--- src/rtl/rv32_pkg.sv ---
// -----------------------------------------------------------------------------
// rv32_pkg
// Shared RV32 register-file types for the writeback arbiter slice.
//   XLEN       : integer register width
//   NREGS      : architectural register count
//   regidx_t   : register index (x0..x31)
//   wb_entry_t : one pending register write {rdi, data}
// -----------------------------------------------------------------------------
package rv32_pkg;

    localparam int XLEN  = 32;
    localparam int NREGS = 32;

    typedef logic [4:0] regidx_t;

    typedef struct packed {
        regidx_t           rdi;
        logic [XLEN-1:0]   data;
    } wb_entry_t;

    // x0 is hardwired to zero, so writes and busy tracking skip it
    function automatic logic idx_writable(input regidx_t idx);
        return (idx != 5'd0);
    endfunction

endpackage

--- src/rtl/regfile_wb_arbiter_if.sv ---
// -----------------------------------------------------------------------------
// regfile_wb_arbiter_if
// Bundles the writeback, mul/div, issue/scoreboard and register-file write
// port signals of the writeback arbiter.
//   slave  : the arbiter (consumes writebacks, drives rf_* and status)
//   master : the surrounding pipeline / register file
// -----------------------------------------------------------------------------
interface regfile_wb_arbiter_if;
    import rv32_pkg::*;

    // in-order pipeline writeback
    logic              wb_valid;
    regidx_t           wb_rdi;
    logic [XLEN-1:0]   wb_data;
    // mul/div result stream
    logic              md_valid;
    logic              md_ready;
    regidx_t           md_rdi;
    logic [XLEN-1:0]   md_data;
    // mul/div issue and scoreboard queries
    logic              issue_valid;
    regidx_t           issue_rdi;
    logic              issue_ready;
    regidx_t           rsi1;
    regidx_t           rsi2;
    logic              rs1_busy;
    logic              rs2_busy;
    logic [NREGS-1:0]  busy;
    // register file write port
    logic              rf_we;
    regidx_t           rf_rdi;
    logic [XLEN-1:0]   rf_rd;

    modport slave (
        input  wb_valid, wb_rdi, wb_data,
        input  md_valid, md_rdi, md_data,
        input  issue_valid, issue_rdi, rsi1, rsi2,
        output md_ready, issue_ready, rs1_busy, rs2_busy, busy,
        output rf_we, rf_rdi, rf_rd
    );

    modport master (
        output wb_valid, wb_rdi, wb_data,
        output md_valid, md_rdi, md_data,
        output issue_valid, issue_rdi, rsi1, rsi2,
        input  md_ready, issue_ready, rs1_busy, rs2_busy, busy,
        input  rf_we, rf_rdi, rf_rd
    );

endinterface

--- src/rtl/wb_fifo.sv ---
// -----------------------------------------------------------------------------
// wb_fifo
// Synchronous FIFO of pending register writes.
//   clk, rst : clock, synchronous active-high reset (empties the FIFO)
//   push/din : enqueue din (ignored when full)
//   pop/dout : dout is the head entry; pop dequeues it (ignored when empty)
//   full, empty : occupancy flags
// Pointers carry one extra wrap bit so full and empty are distinguishable.
// -----------------------------------------------------------------------------
module wb_fifo
    import rv32_pkg::*;
#(
    parameter int DEPTH = 2
) (
    input  logic      clk,
    input  logic      rst,
    input  logic      push,
    input  logic      pop,
    input  wb_entry_t din,
    output wb_entry_t dout,
    output logic      full,
    output logic      empty
);

    localparam int AW = $clog2(DEPTH);
    localparam int PW = AW + 1;

    wb_entry_t         mem_q [DEPTH];
    logic [PW-1:0]     wr_ptr_q;
    logic [PW-1:0]     rd_ptr_q;
    logic              push_s;
    logic              pop_s;

    // occupancy flags, guarded handshakes and head read
    always_comb begin
        full   = (wr_ptr_q[AW-1:0] == rd_ptr_q[AW-1:0]) && (wr_ptr_q[AW] != rd_ptr_q[AW]);
        empty  = (wr_ptr_q == rd_ptr_q);
        push_s = push && !full;
        pop_s  = pop && !empty;
        dout   = mem_q[rd_ptr_q[AW-1:0]];
    end

    // storage array; contents are don't-care until written, so no reset
    always_ff @(posedge clk) begin
        if (push_s) begin
            mem_q[wr_ptr_q[AW-1:0]] <= din;
        end
    end

    // read/write pointers, wrapping modulo 2*DEPTH
    always_ff @(posedge clk) begin
        if (rst) begin
            wr_ptr_q <= '0;
            rd_ptr_q <= '0;
        end else begin
            if (push_s) begin
                wr_ptr_q <= wr_ptr_q + PW'(1);
            end
            if (pop_s) begin
                rd_ptr_q <= rd_ptr_q + PW'(1);
            end
        end
    end

endmodule

--- src/rtl/regfile_wb_arbiter.sv ---
// -----------------------------------------------------------------------------
// regfile_wb_arbiter
// Merges the in-order pipeline writeback and the buffered mul/div results onto
// the single register-file write port, and keeps a busy scoreboard of
// destinations with a mul/div result still outstanding.
//   clk, rst : clock, synchronous active-high reset
//   bus      : regfile_wb_arbiter_if.slave
//              wb_*        pipeline writeback (highest priority, never stalled)
//              md_*        mul/div result stream, md_ready = FIFO not full
//              issue_*     mul/div issue handshake, gated by scoreboard/counter
//              rsi*/rs*_busy, busy  scoreboard lookups
//              rf_we/rf_rdi/rf_rd   registered write port
// -----------------------------------------------------------------------------
module regfile_wb_arbiter
    import rv32_pkg::*;
#(
    parameter int MD_FIFO_DEPTH   = 2,
    parameter int MAX_OUTSTANDING = 4
) (
    input  logic                 clk,
    input  logic                 rst,
    regfile_wb_arbiter_if.slave  bus
);

    localparam int CNT_W = $clog2(MAX_OUTSTANDING + 1);

    logic              fifo_full_s;
    logic              fifo_empty_s;
    wb_entry_t         fifo_din_s;
    wb_entry_t         fifo_head_s;
    logic              push_s;
    logic              pop_s;
    logic              pipe_sel_s;
    logic              md_ready_s;
    logic              issue_ready_s;
    logic              issue_fire_s;

    logic [NREGS-1:0]  busy_q;
    logic [NREGS-1:0]  busy_d;
    logic [CNT_W-1:0]  outst_q;
    logic [CNT_W-1:0]  outst_d;
    logic              rf_we_q;
    logic              rf_we_d;
    regidx_t           rf_rdi_q;
    regidx_t           rf_rdi_d;
    logic [XLEN-1:0]   rf_rd_q;
    logic [XLEN-1:0]   rf_rd_d;

    wb_fifo #(
        .DEPTH (MD_FIFO_DEPTH)
    ) u_md_fifo (
        .clk   (clk),
        .rst   (rst),
        .push  (push_s),
        .pop   (pop_s),
        .din   (fifo_din_s),
        .dout  (fifo_head_s),
        .full  (fifo_full_s),
        .empty (fifo_empty_s)
    );

    // handshakes and arbitration select; ready outputs are forced low in reset
    always_comb begin
        md_ready_s    = !rst && !fifo_full_s;
        issue_ready_s = !rst && (outst_q < CNT_W'(MAX_OUTSTANDING)) && !busy_q[bus.issue_rdi];
        issue_fire_s  = bus.issue_valid && issue_ready_s;
        push_s        = bus.md_valid && md_ready_s;
        fifo_din_s    = '{rdi: bus.md_rdi, data: bus.md_data};
        // a pipeline write to x0 is treated as idle so the FIFO may drain
        pipe_sel_s    = bus.wb_valid && idx_writable(bus.wb_rdi);
        pop_s         = !rst && !pipe_sel_s && !fifo_empty_s;
    end

    // scoreboard next state: set on issue, clear on retire (never the same bit)
    always_comb begin
        busy_d = busy_q;
        if (issue_fire_s && idx_writable(bus.issue_rdi)) begin
            busy_d[bus.issue_rdi] = 1'b1;
        end else begin
            busy_d = busy_d;
        end
        if (pop_s && idx_writable(fifo_head_s.rdi)) begin
            busy_d[fifo_head_s.rdi] = 1'b0;
        end else begin
            busy_d = busy_d;
        end
        busy_d[0] = 1'b0;
    end

    // outstanding counter next state; simultaneous issue and retire cancel
    always_comb begin
        outst_d = outst_q;
        case ({issue_fire_s, pop_s})
            2'b10:   outst_d = outst_q + CNT_W'(1);
            2'b01: begin
                if (outst_q != CNT_W'(0)) begin
                    outst_d = outst_q - CNT_W'(1);
                end else begin
                    outst_d = outst_q;
                end
            end
            default: outst_d = outst_q;
        endcase
    end

    // write-port next state; x0 mul/div results retire without a write
    always_comb begin
        rf_we_d  = 1'b0;
        rf_rdi_d = rf_rdi_q;
        rf_rd_d  = rf_rd_q;
        if (pipe_sel_s) begin
            rf_we_d  = 1'b1;
            rf_rdi_d = bus.wb_rdi;
            rf_rd_d  = bus.wb_data;
        end else if (pop_s) begin
            rf_we_d  = idx_writable(fifo_head_s.rdi);
            rf_rdi_d = fifo_head_s.rdi;
            rf_rd_d  = fifo_head_s.data;
        end else begin
            rf_we_d  = 1'b0;
        end
    end

    // state registers
    always_ff @(posedge clk) begin
        if (rst) begin
            busy_q   <= '0;
            outst_q  <= '0;
            rf_we_q  <= 1'b0;
            rf_rdi_q <= 5'd0;
            rf_rd_q  <= 32'd0;
        end else begin
            busy_q   <= busy_d;
            outst_q  <= outst_d;
            rf_we_q  <= rf_we_d;
            rf_rdi_q <= rf_rdi_d;
            rf_rd_q  <= rf_rd_d;
        end
    end

    // output mapping; busy bit 0 is held at zero so x0 never reports busy
    always_comb begin
        bus.md_ready    = md_ready_s;
        bus.issue_ready = issue_ready_s;
        bus.busy        = busy_q;
        bus.rs1_busy    = busy_q[bus.rsi1];
        bus.rs2_busy    = busy_q[bus.rsi2];
        bus.rf_we       = rf_we_q;
        bus.rf_rdi      = rf_rdi_q;
        bus.rf_rd       = rf_rd_q;
    end

endmodule

--- src/flat_wrapper.sv ---
// flat-port wrapper written by rule: the top's interface ports become plain ports
module regfile_wb_arbiter_flat import rv32_pkg::*;
#(
    parameter int MD_FIFO_DEPTH   = 2,
    parameter int MAX_OUTSTANDING = 4
)
  (clk, rst, bus_wb_valid, bus_wb_rdi, bus_wb_data, bus_md_valid, bus_md_rdi, bus_md_data, bus_issue_valid, bus_issue_rdi, bus_rsi1, bus_rsi2, bus_md_ready, bus_issue_ready, bus_rs1_busy, bus_rs2_busy, bus_busy, bus_rf_we, bus_rf_rdi, bus_rf_rd);
  regfile_wb_arbiter_if bus_i ();
  input  logic clk;
  input  logic rst;
  input wire logic [$bits(bus_i.wb_valid)-1:0] bus_wb_valid;
  input wire logic [$bits(bus_i.wb_rdi)-1:0] bus_wb_rdi;
  input wire logic [$bits(bus_i.wb_data)-1:0] bus_wb_data;
  input wire logic [$bits(bus_i.md_valid)-1:0] bus_md_valid;
  input wire logic [$bits(bus_i.md_rdi)-1:0] bus_md_rdi;
  input wire logic [$bits(bus_i.md_data)-1:0] bus_md_data;
  input wire logic [$bits(bus_i.issue_valid)-1:0] bus_issue_valid;
  input wire logic [$bits(bus_i.issue_rdi)-1:0] bus_issue_rdi;
  input wire logic [$bits(bus_i.rsi1)-1:0] bus_rsi1;
  input wire logic [$bits(bus_i.rsi2)-1:0] bus_rsi2;
  output wire logic [$bits(bus_i.md_ready)-1:0] bus_md_ready;
  output wire logic [$bits(bus_i.issue_ready)-1:0] bus_issue_ready;
  output wire logic [$bits(bus_i.rs1_busy)-1:0] bus_rs1_busy;
  output wire logic [$bits(bus_i.rs2_busy)-1:0] bus_rs2_busy;
  output wire logic [$bits(bus_i.busy)-1:0] bus_busy;
  output wire logic [$bits(bus_i.rf_we)-1:0] bus_rf_we;
  output wire logic [$bits(bus_i.rf_rdi)-1:0] bus_rf_rdi;
  output wire logic [$bits(bus_i.rf_rd)-1:0] bus_rf_rd;
  assign bus_i.wb_valid = bus_wb_valid;
  assign bus_i.wb_rdi = bus_wb_rdi;
  assign bus_i.wb_data = bus_wb_data;
  assign bus_i.md_valid = bus_md_valid;
  assign bus_i.md_rdi = bus_md_rdi;
  assign bus_i.md_data = bus_md_data;
  assign bus_i.issue_valid = bus_issue_valid;
  assign bus_i.issue_rdi = bus_issue_rdi;
  assign bus_i.rsi1 = bus_rsi1;
  assign bus_i.rsi2 = bus_rsi2;
  assign bus_md_ready = bus_i.md_ready;
  assign bus_issue_ready = bus_i.issue_ready;
  assign bus_rs1_busy = bus_i.rs1_busy;
  assign bus_rs2_busy = bus_i.rs2_busy;
  assign bus_busy = bus_i.busy;
  assign bus_rf_we = bus_i.rf_we;
  assign bus_rf_rdi = bus_i.rf_rdi;
  assign bus_rf_rd = bus_i.rf_rd;
  regfile_wb_arbiter #(.MD_FIFO_DEPTH(MD_FIFO_DEPTH), .MAX_OUTSTANDING(MAX_OUTSTANDING)) u_core (.clk(clk), .rst(rst), .bus(bus_i));
endmodule
--- config.mk ---
export PLATFORM = sky130hd
export DESIGN_NAME = regfile_wb_arbiter_flat
export DESIGN_NICKNAME = d
export VERILOG_FILES = /design/src/rtl/rv32_pkg.sv /design/src/rtl/regfile_wb_arbiter_if.sv /design/src/rtl/wb_fifo.sv /design/src/rtl/regfile_wb_arbiter.sv /design/src/flat_wrapper.sv
export SDC_FILE = /design/constraint.sdc
export NUM_CORES = 1
export LEC_CHECK = 0
export ABC_AREA = 1
export CAP_MARGIN = 15
export CORE_MARGIN = 2
export CORE_UTILIZATION = 46
export DETAILED_ROUTE_END_ITERATION = 8
export PLACE_DENSITY = 0.77
export SLEW_MARGIN = 20
export SYNTH_ARGS = -nofsm -noshare
export SYNTH_HDL_FRONTEND = slang
export SYNTH_HIERARCHICAL = 1
export SYNTH_SLANG_ARGS = --single-unit
--- constraint.sdc ---
create_clock -name clk -period 3 [get_ports clk]
set_input_delay 0.6 -clock clk [delete_from_list [all_inputs] [get_ports clk]]
set_output_delay 0.6 -clock clk [all_outputs]
set_load 0.01 [all_outputs]
==> impl_metrics.py, run 1 <==
metrics = {
    "detailed_routing": {
        "wl_um": 19900,
        "via_per_inst": 5.24,
        "postRouteAntennaNets": 0,
        "drc": 0,
        "wl_per_cell_um": 16.3,
        "firstDrtPassIters": 5,
        "vias": 6414,
        "first_iter_violations": 381,
    },
    "logic_synthesis": {
        "synthMuxAreaShare_pct": 7.28,
        "synth_compound_area_share_pct": 16.5,
        "synth_cell_type_count": 35,
        "synth_nets": 905,
        "yosysTopAreaCell": "edfxtp_1",
        "synthAdderAreaFrac_pct": 0.275,
        "synth_area_leaders": "edfxtp_1 (31%), dfxtp_1 (21%), nand2_1 (10%)",
        "synth_top_area_share_pct": 30.6,
        "syn_avg_cell_area_um2": 8.97,
        "synth_simple_gate_area_share_pct": 16.9,
        "synth_seq_cells": 151,
        "yosysMostFrequentCell": "nand2_1",
        "yosysSeqAreaShare_pct": 51.8,
        "syn_area_mm2": 0.00727,
        "synth_top_family_by_area": "simple AND/OR/NAND/NOR gates",
        "synth_xor_area_share_pct": 0,
        "ys_async_sr_fraction_pct": 0,
        "synth_commonest_cells": "nand2_1 (193), o21ai_0 (108), dfxtp_1 (77), edfxtp_1 (74), inv_1 (62)",
        "yosys_warnings": 6,
        "ys.flop_type": "dfxtp_1",
        "synth_edf_count": 74,
        "syn_inst": 810,
    },
    "global_routing": {
        "grt_pass1_wl_um": 31400,
        "grt_usage_pct": 24.0,
        "antenna_found_initial": 0,
        "grt_max_degree": 65,
        "grt_pass1_vias": 6184,
        "overflow": 0,
    },
    "place": {
        "portBuffers": 166,
        "gp_congestion": 0.975,
        "dp_hpwl_um": 14000,
    },
    "floorplanning": {
        "die_h_um": 130,
        "rows": 45,
        "die_w_um": 130,
        "start_util_pct": 47.5,
        "core-area_mm2": 0.0153,
        "num_io_pins": 168,
        "dieArea_mm2": 0.0168,
    },
    "cells_and_area": {
        "multi_input_area_mm2": 0.00303,
        "insertedDiodeCount": 0,
        "layout-drive-gt1-share_pct": 15.4,
        "n_fill_cell": 1286,
        "nets": 1096,
        "syn_to_final_growth_pct": 37.8,
        "regArea_mm2": 0.00376,
    },
    "critical_path": {
        "timing.critical_path.slowest_stage_cell": "clkdlybuf4s50_1",
        "path_common_cell": "a21oi_1",
        "worstReg2RegStart": "u_core/bus.busy[16]",
        "worstSetupStartpoint": "bus_rsi1[0]",
        "crit_path_end_kind": "output pin",
        "startpoint_type": "input port",
        "crit_arrival_ps": 2280,
        "worst-path-max-fanout": 9,
        "r2r.worst_path.cells": 18,
        "slowest_delay_ps": 520,
        "worstSetupPathType": "in -> out",
        "critPathBufInv": 3,
        "cp_cell_sequence": "clkdlybuf4s50_1 > buf_4 > o21ai_0 > a21oi_1 > a21oi_1 > a21oi_1 > o21ai_0 > a32oi_1 > dlygate4sd2_1",
        "cp_top_family": "buffers and inverters",
        "required_ps": 2400,
        "cp.depth": 9,
    },
    "clock_network": {
        "clock-sinks": 151,
        "numCtsBuffers": 17,
        "tritoncts": "yes",
        "cts_setup_buffers": 0,
        "clk_latency_ps": 410,
        "clock_path_buffers": 2,
        "cts_htree_levels": 4,
        "clkTransAtPathRegs_ps": 60,
        "cts_root_buf": "clkbuf_16",
    },
    "job": {
        "drv_cap": 0,
    },
    "run_status": {
        "status": "completed",
    },
    "timing": {
        "rsz0062_at_grt": "false",
        "drv_slew": 0,
        "tightestPinTransition_ps": 913,
        "setup_viol": 0,
        "slew_headroom_pct": 39.1,
        "finClkSkew_ps": 10.3,
        "tns_ps": 0,
        "post-route-min-period_ps": 2880,
        "finalCritPeriodShare_pct": 95.9,
        "fmax_mhz": 348,
        "hold_viol": 0,
    },
    "hold_path": {
        "hold_start": "u_core/outst_q[0]",
        "min_path_type": "reg -> reg",
        "hold_depth": 1,
    },
    "pwr": {
        "finalPower_mw": 5.11,
        "ir_drop_uv": 470,
        "p_per_area_mw_per_mm2": 510,
        "p_leak_nw": 3.79,
    },
}
-- per-layer routing --
layer / vias to the layer above / part of all wire, % / wire [um] / track usage, %
met4: 0 / 1.4 / 289 / 6.51
met1: 2954 / 42 / 8380 / 30.1
met5: - / 0 / 0 / 0
met3: 18 / 9.0 / 1790 / 7.59
met2: 271 / 48 / 9490 / 40.3
li1: 3171 / - / - / -
-- cells in the final DEF, fill, tap and decap left out, types with 17 or more instances in the layout --
cell type and n:
nand3_1 43, nor2_1 20, dfxtp_1 76, inv_1 61, edfxtp_1 74, a31oi_1 41, nand2_1 193, clkdlybuf4s50_1 158
a21oi_1 56, o21ai_0 105, mux2_4 30, clkbuf_16 17, buf_4 39
-- metrics by stage --
step / cell area, um^2 / hold slack, ps / setup slack (ps) / utilization [%] / cells
floorplan: 7270 / 422 / 437 / - / 810
global placement: 9340 / 433 / -246 / 61.0 / 1191
detailed placement: 9340 / 439 / -238 / 61.0 / 1191
CTS: 10000 / 448 / 6.31 / 65.3 / 1225
global route: 10000 / 495 / 23.5 / 65.4 / 1225
finish: 10000 / 448 / 124 / 65.4 / 1225
-- path summary, 6_finish.rpt --
| kind | end | slack [ps] |
|---|---|---|
| max reg2reg | u_core/outst_q[2] | 740 |
| min | u_core/outst_q[0] | 450 |
| min reg2reg | u_core/outst_q[0] | 450 |
| max | bus_rs1_busy | 120 |
-- what timing repair did --
item                                   4_1_cts  5_1_grt
endpoints found under the hold margin        0        0
cloned                                       2        0
resized for setup                           15       10
hold buffers                                 0        0
setup endpoints to repair                    3        3
-- sequential cells by signal, indices dropped and copies added, names as in the netlist, named ones only --
| signal | flops |
|---|---|
| u_core/u_md_fifo/rd_ptr_q | 2 |
| u_core/u_md_fifo/mem_q | 74 |
| u_core/bus.rf_we | 1 |
| u_core/bus.rf_rdi | 5 |
| u_core/u_md_fifo/wr_ptr_q | 2 |
| u_core/bus.busy | 31 |
| u_core/bus.rf_rd | 32 |
| u_core/outst_q | 3 |
-- report_power, final --
part	internal (mW)	leakage (nW)	total, mW	switching, mW
combinational	0.351	2.20	0.695	0.344
sequential	2.26	1.31	2.30	0.0422
clock	1.24	0.282	2.12	0.875
total	3.85	3.79	5.11	1.26
-- cell type report --
cell class                      instances  area share (%)
Clock buffer                           17            4.25
Clock inverter                         15            1.66
Inverter                               71            2.70
Multi-Input combinational cell        547            30.2
Sequential cell                       151            37.6
Tap cell                              211            2.63
Timing Repair Buffer                  213            21.0
-- cells by family after synthesis --
logic type / Yosys count
simple gates: 288
compound gates: 220
flops: 151
buf+inv: 112
mux: 37
fa+ha+maj: 1
other cells: 1
(Power assumes the default switching activity.)
==> inputs of run 2 (changes only) <==
--- a/config.mk
+++ b/config.mk
@@ -6,11 +6,13 @@
 export NUM_CORES = 1
 export LEC_CHECK = 0
 export ABC_AREA = 1
-export CAP_MARGIN = 15
+export CAP_MARGIN = 40
 export CORE_MARGIN = 2
 export CORE_UTILIZATION = 46
 export DETAILED_ROUTE_END_ITERATION = 8
+export MAX_ROUTING_LAYER = met4
 export PLACE_DENSITY = 0.77
+export SKIP_CTS_REPAIR_TIMING = 1
 export SLEW_MARGIN = 20
 export SYNTH_ARGS = -nofsm -noshare
 export SYNTH_HDL_FRONTEND = slang
==> run 2 against run 1 <==
Sequential power about the same. Worst hold slack improved by 3.6 ps. Global-route usage increased by 0.48 points. Highest routed layer unchanged. Non-clock buffer count increased by 3. Core utilization about the same. Worst setup slack improved by 64 ps. First-iteration DRC count increased by 7.9%. Count of clock-buffer cells in the layout unchanged. Flip-flop and latch count unchanged.
==> impl_metrics.py, run 2 (same netlist as run 1, synthesis figures left out) <==
metrics = {
    "global_routing": {
        "grt_pass1_wl_um": 30900,
        "grt_max_degree": 65,
        "grt_usage_pct": 24.5,
        "grt_pass1_vias": 6081,
        "antenna_found_initial": 0,
        "overflow": 0,
    },
    "critical_path": {
        "crit_arrival_ps": 2210,
        "r2r.worst_path.cells": 18,
        "crit_path_end_kind": "output pin",
        "rrSetupSlack_ps": 770,
        "startpoint_type": "input port",
        "required_ps": 2400,
        "r2r-end": "u_core/outst_q[2]",
        "worstReg2RegStart": "u_core/bus.busy[12]",
        "worstSetupPathType": "in -> out",
        "worst-path-max-fanout": 23,
    },
    "timing": {
        "hold_viol": 0,
        "rsz0062_at_grt": "false",
        "post-route-min-period_ps": 2810,
        "drv_slew": 0,
        "whs_ps": 452,
        "finalCritPeriodShare_pct": 93.7,
        "finClkSkew_ps": 9.42,
        "setup_viol": 0,
        "fmax_mhz": 356,
    },
    "hold_path": {
        "holdPathEnd": "u_core/outst_q[0]",
        "hold_depth": 1,
        "min_path_type": "reg -> reg",
        "hold_start": "u_core/outst_q[0]",
    },
    "floorplanning": {
        "die_h_um": 130,
        "die_w_um": 130,
        "num_io_pins": 168,
        "core-area_mm2": 0.0153,
        "rows": 45,
        "start_util_pct": 47.5,
        "dieArea_mm2": 0.0168,
    },
    "pwr": {
        "finalPower_mw": 5.04,
        "p_leak_nw": 3.80,
        "p_per_area_mw_per_mm2": 503,
        "ir_drop_uv": 433,
    },
    "clock_network": {
        "cts_root_buf": "clkbuf_16",
        "cts_htree_levels": 4,
        "tritoncts": "yes",
        "clkTransAtPathRegs_ps": 60,
        "clock_path_buffers": 2,
        "numCtsBuffers": 17,
        "clock-sinks": 151,
        "clk_latency_ps": 430,
    },
    "detailed_routing": {
        "wl_um": 20000,
        "drc": 0,
        "first_iter_violations": 411,
        "postRouteAntennaNets": 0,
        "vias": 6504,
        "via_per_inst": 5.30,
        "firstDrtPassIters": 5,
        "wl_per_cell_um": 16.3,
    },
    "cells_and_area": {
        "layout-drive-gt1-share_pct": 16.1,
        "layout_common_cells": "nand2_1 (193), clkdlybuf4s50_1 (158), o21ai_0 (104)",
        "syn_to_final_growth_pct": 37.9,
        "nets": 1099,
        "fin_cells": 1228,
        "largest_reg_flops": 74,
        "final_common_cell": "nand2_1",
        "insertedDiodeCount": 0,
    },
    "place": {
        "portBuffers": 166,
        "gp_congestion": 0.935,
        "place_inst": 1189,
        "dp_hpwl_um": 14300,
    },
    "job": {
        "drv_cap": 0,
    },
    "run_status": {
        "status": "completed",
    },
}
[run 2: cell type report]
| cell class | count | area (um^2) |
|---|---|---|
| clock inverter | 15 | 154 |
| tap | 211 | 264 |
| clock buffer | 17 | 425 |
| multi-input combinational | 547 | 3030 |
| inverter | 71 | 277 |
| fill | 1278 | 5290 |
| sequential | 151 | 3760 |
| timing repair buffer | 216 | 2110 |
[run 2: worst max path at each step]
stage           startpoint                            to  slack [ps]
3_5_place_dp   bus_rsi2[0]                  bus_rs2_busy        -340
3_3_place_gp   bus_rsi2[0]                  bus_rs2_busy        -290
6_report       bus_rsi2[0]                  bus_rs2_busy         190
5_1_grt        bus_rsi2[0]                  bus_rs2_busy          10
4_1_cts        bus_rsi2[0]                  bus_rs2_busy        -350
2_1_floorplan          rst  u_core/u_md_fifo/mem_q[0][0]         440
[run 2: worst max-delay path, cell delays in order]
cell	delay [ps]
clkdlybuf4s50_1	500
inv_2	50
buf_12	140
o21ai_0	160
a21oi_1	60
o21ai_1	170
nand3_1	90
o21ai_1	90
nor2_1	50
a31oi_1	140
buf_2	160
[run 2: per-layer routing]
layer | track usage (%) | share of wire, % | routed length, um
met5 | - | 0 | 0
met4 | 7.84 | 1.6 | 311
met3 | 5.82 | 8.4 | 1680
met2 | 39.0 | 48 | 9550
met1 | 31.1 | 42 | 8490
[run 2: report_power, final]
part	leakage [nW]	switching (mW)	internal (mW)	total, mW
sequential	1.31	0.0413	2.25	2.30
combinational	2.22	0.348	0.353	0.701
clock	0.277	0.942	1.10	2.05
[run 2: through the flow]
step                worst slack, ps  util (%)  instance area, um^2  TNS (ps)
floorplan                       437         -                 7270         0
global placement               -291      60.8                 9320      -951
detailed placement             -343      60.8                 9320     -1010
CTS                            -351      64.6                 9890      -794
global route                   11.2      65.5                10000         0
finish                          188      65.5                10000         0
==> edit (settings of run 1) <==
Make the reset (`rst`) asynchronous in 2 clocked blocks. Comments in the files are not updated.
--- a/src/rtl/wb_fifo.sv
+++ b/src/rtl/wb_fifo.sv
@@ -49,5 +49,5 @@
 
     // read/write pointers, wrapping modulo 2*DEPTH
-    always_ff @(posedge clk) begin
+    always_ff @(posedge clk or posedge rst) begin
         if (rst) begin
             wr_ptr_q <= '0;
--- a/src/rtl/regfile_wb_arbiter.sv
+++ b/src/rtl/regfile_wb_arbiter.sv
@@ -123,5 +123,5 @@
 
     // state registers
-    always_ff @(posedge clk) begin
+    always_ff @(posedge clk or posedge rst) begin
         if (rst) begin
             busy_q   <= '0;
Check against the original RTL: differs if rst is asserted again (counterexample within 4 cycles, from zero or initial values and one cycle with rst high); with rst held inactive, the same outputs for 4 cycles.
==> edit against run 1 <==
Worst hold slack improved by 33 ps. Routed wire length up 4.1%. Sequential cell count down 1. Critical endpoint is now bus_rs2_busy. Non-clock buffer count is 2 lower. Synthesized area is 0.90% higher. Setup slack better by 51 ps. Final area rose by 0.82%.
Power is not compared: it rests on default switching activity, and its combinational part moved more than twofold at a synthesized area within 25%.
==> edit: results (changes against run 1) <==
Clk Latency, worst-skew pair - 430 ps (+20 ps)
vias in the first global route - 6281 (+1.6%)
fraction of layout cells with a size suffix above 1 - 0.1047 (-0.04919)
Critical Path AT - 2230 ps (-50 ps)
H-tree Lvls - 4 (unchanged)
Total GRT Usage - 0.2499 (+0.01001)
DR vias/cell - 5.301 (+1.2%)
first-pass GRT wire length - 32.22 mm (+2.7%)
skew final - 12.25 ps (+1.924 ps)
syn avg cell area - 8.890 µm² (-0.94%)
layout net count - 1114 (+1.6%)
post-detail-place hpwl - 14.46 mm (+3.3%)
Port-buffer cells - 166 (unchanged)
register area share after synthesis - 0.5623 (+0.04454)
DRT iter0 DRCs - 531 (+39%)
Synth Flop Type - dfrtp_1
Mapped Nets - 920 (+1.7%)
Post-synth top cells - 241 x nand2_1, 76 x dfrtp_1, 74 x edfxtp_1
FILL cells - 1275 (-0.86%)
Least-Margin Pin Slew - 624.0 ps (-289.3 ps)
synth top area cells - edfxtp_1 30%, dfrtp_1 26%, nand2_1 12%, o21ai_0 4.8%, a21oi_1 4.2%
routability congestion estimate - 0.9262 (-5.0%)
Yosys cell types - 38 (+8.6%)
largest net degree at the start of global routing - 40 (-38%)
Clock Pin Slew Worst Setup and Hold Paths - 60 ps (about the same)
routed len/inst - 16.63 µm (+2.1%)
CP Max Fanout - 10 (+1)
Layout Cells excl Fill - 1248 (+1.9%)
Synth async-reset ratio - 0.5067 (+0.5067)
run status - finished, final reports clean
## edit: changes by cell type after synthesis, sizes merged, moves of 35 or more
cell	before	now
dfxtp	77	0
dfrtp	0	76
nand2	199	251
nor2	25	65
a31oi	41	2
mux2	37	0
o21ai	111	76
## edit: per-layer routing
layer	GRT usage	wire, µm
met5	0	0
met4	0.08918	376
met3	0.06355	1844
met2	0.4047	10110
met1	0.3284	8427
## edit: report_power, final
part	internal (W)	switching [W]
Sequential	0.00271	0.000453
Combinational	0.00135	0.00167
Clock	0.00126	0.000915
Total	0.00532	0.00304
## edit: cells by family (layout without fill, tap and decap cells)
logic type | count (synthesis) | in the layout | share of synthesized area
buf+inv | 99 | 306 | 0.06073
simple gates | 375 | 375 | 0.2153
fa+ha+maj | 1 | 1 | 0.002730
flops | 150 | 150 | 0.5623
other cells | 1 | 1 | 0.0005113
xor+xnor | 2 | 2 | 0.002389
compound gates | 197 | 197 | 0.1561
## edit: per-stage QoR
| stage | instance area [µm²] | power (W) | setup WS [ps] |
|---|---|---|---|
| 3_5_place_dp | 9428 | 0.006181 | -241.1 |
| 6_report | 10100 | 0.008366 | 174.6 |
| 5_1_grt | 10100 | 0.008848 | 11.23 |
| 2_1_floorplan | 7335 | 0.004739 | 575.1 |
| 3_3_place_gp | 9428 | 0.006126 | -209.2 |
| 4_1_cts | 10070 | 0.008389 | 2.073 |
## edit: timing repair
action / CTS / global route
pin swaps: 0 / 0
endpoints found under the setup margin: 3 / 3
buffers inserted: 3 / 1
gates resized for setup: 10 / 12
## edit: final cells by class
cell class / count / area, µm² / share of cell area
inverters: 63 / 240.2 / 0.02378
multi-input cells: 576 / 2780 / 0.2752
clock buffers: 17 / 425.4 / 0.04211
clock inverters: 15 / 182.7 / 0.01808
repair buffers: 211 / 2081 / 0.2059
flip-flops and latches: 150 / 4124 / 0.4082
well taps: 216 / 270.3 / 0.02675
## edit: worst paths after layout
kind | startpoint | to | slack [ps] | depth (start not counted)
worst max-delay path | bus_rsi2[0] | bus_rs2_busy | 170 | 11
worst min-delay path | u_core/outst_q[0] | u_core/outst_q[0] | 480 | 1
worst max register to register | u_core/u_md_fifo/rd_ptr_q[1] | u_core/bus.busy[24] | 770 | 14
worst min register to register | u_core/outst_q[0] | u_core/outst_q[0] | 480 | 1
max in group asynchronous | rst | u_core/bus.rf_rd[16] | 1720 | 4
min in group asynchronous | rst | u_core/u_md_fifo/rd_ptr_q[1] | 640 | 3
## edit: critical path, cell delays in order
cell and delay [ps]:
clkdlybuf4s50_1 490, buf_4 170, nand2_1 60, o21ai_0 80, a21oi_1 100, a21oi_1 130, o21ai_0 90, nand2_1 60
nor2_1 40, a31oi_1 140, clkdlybuf4s15_1 260
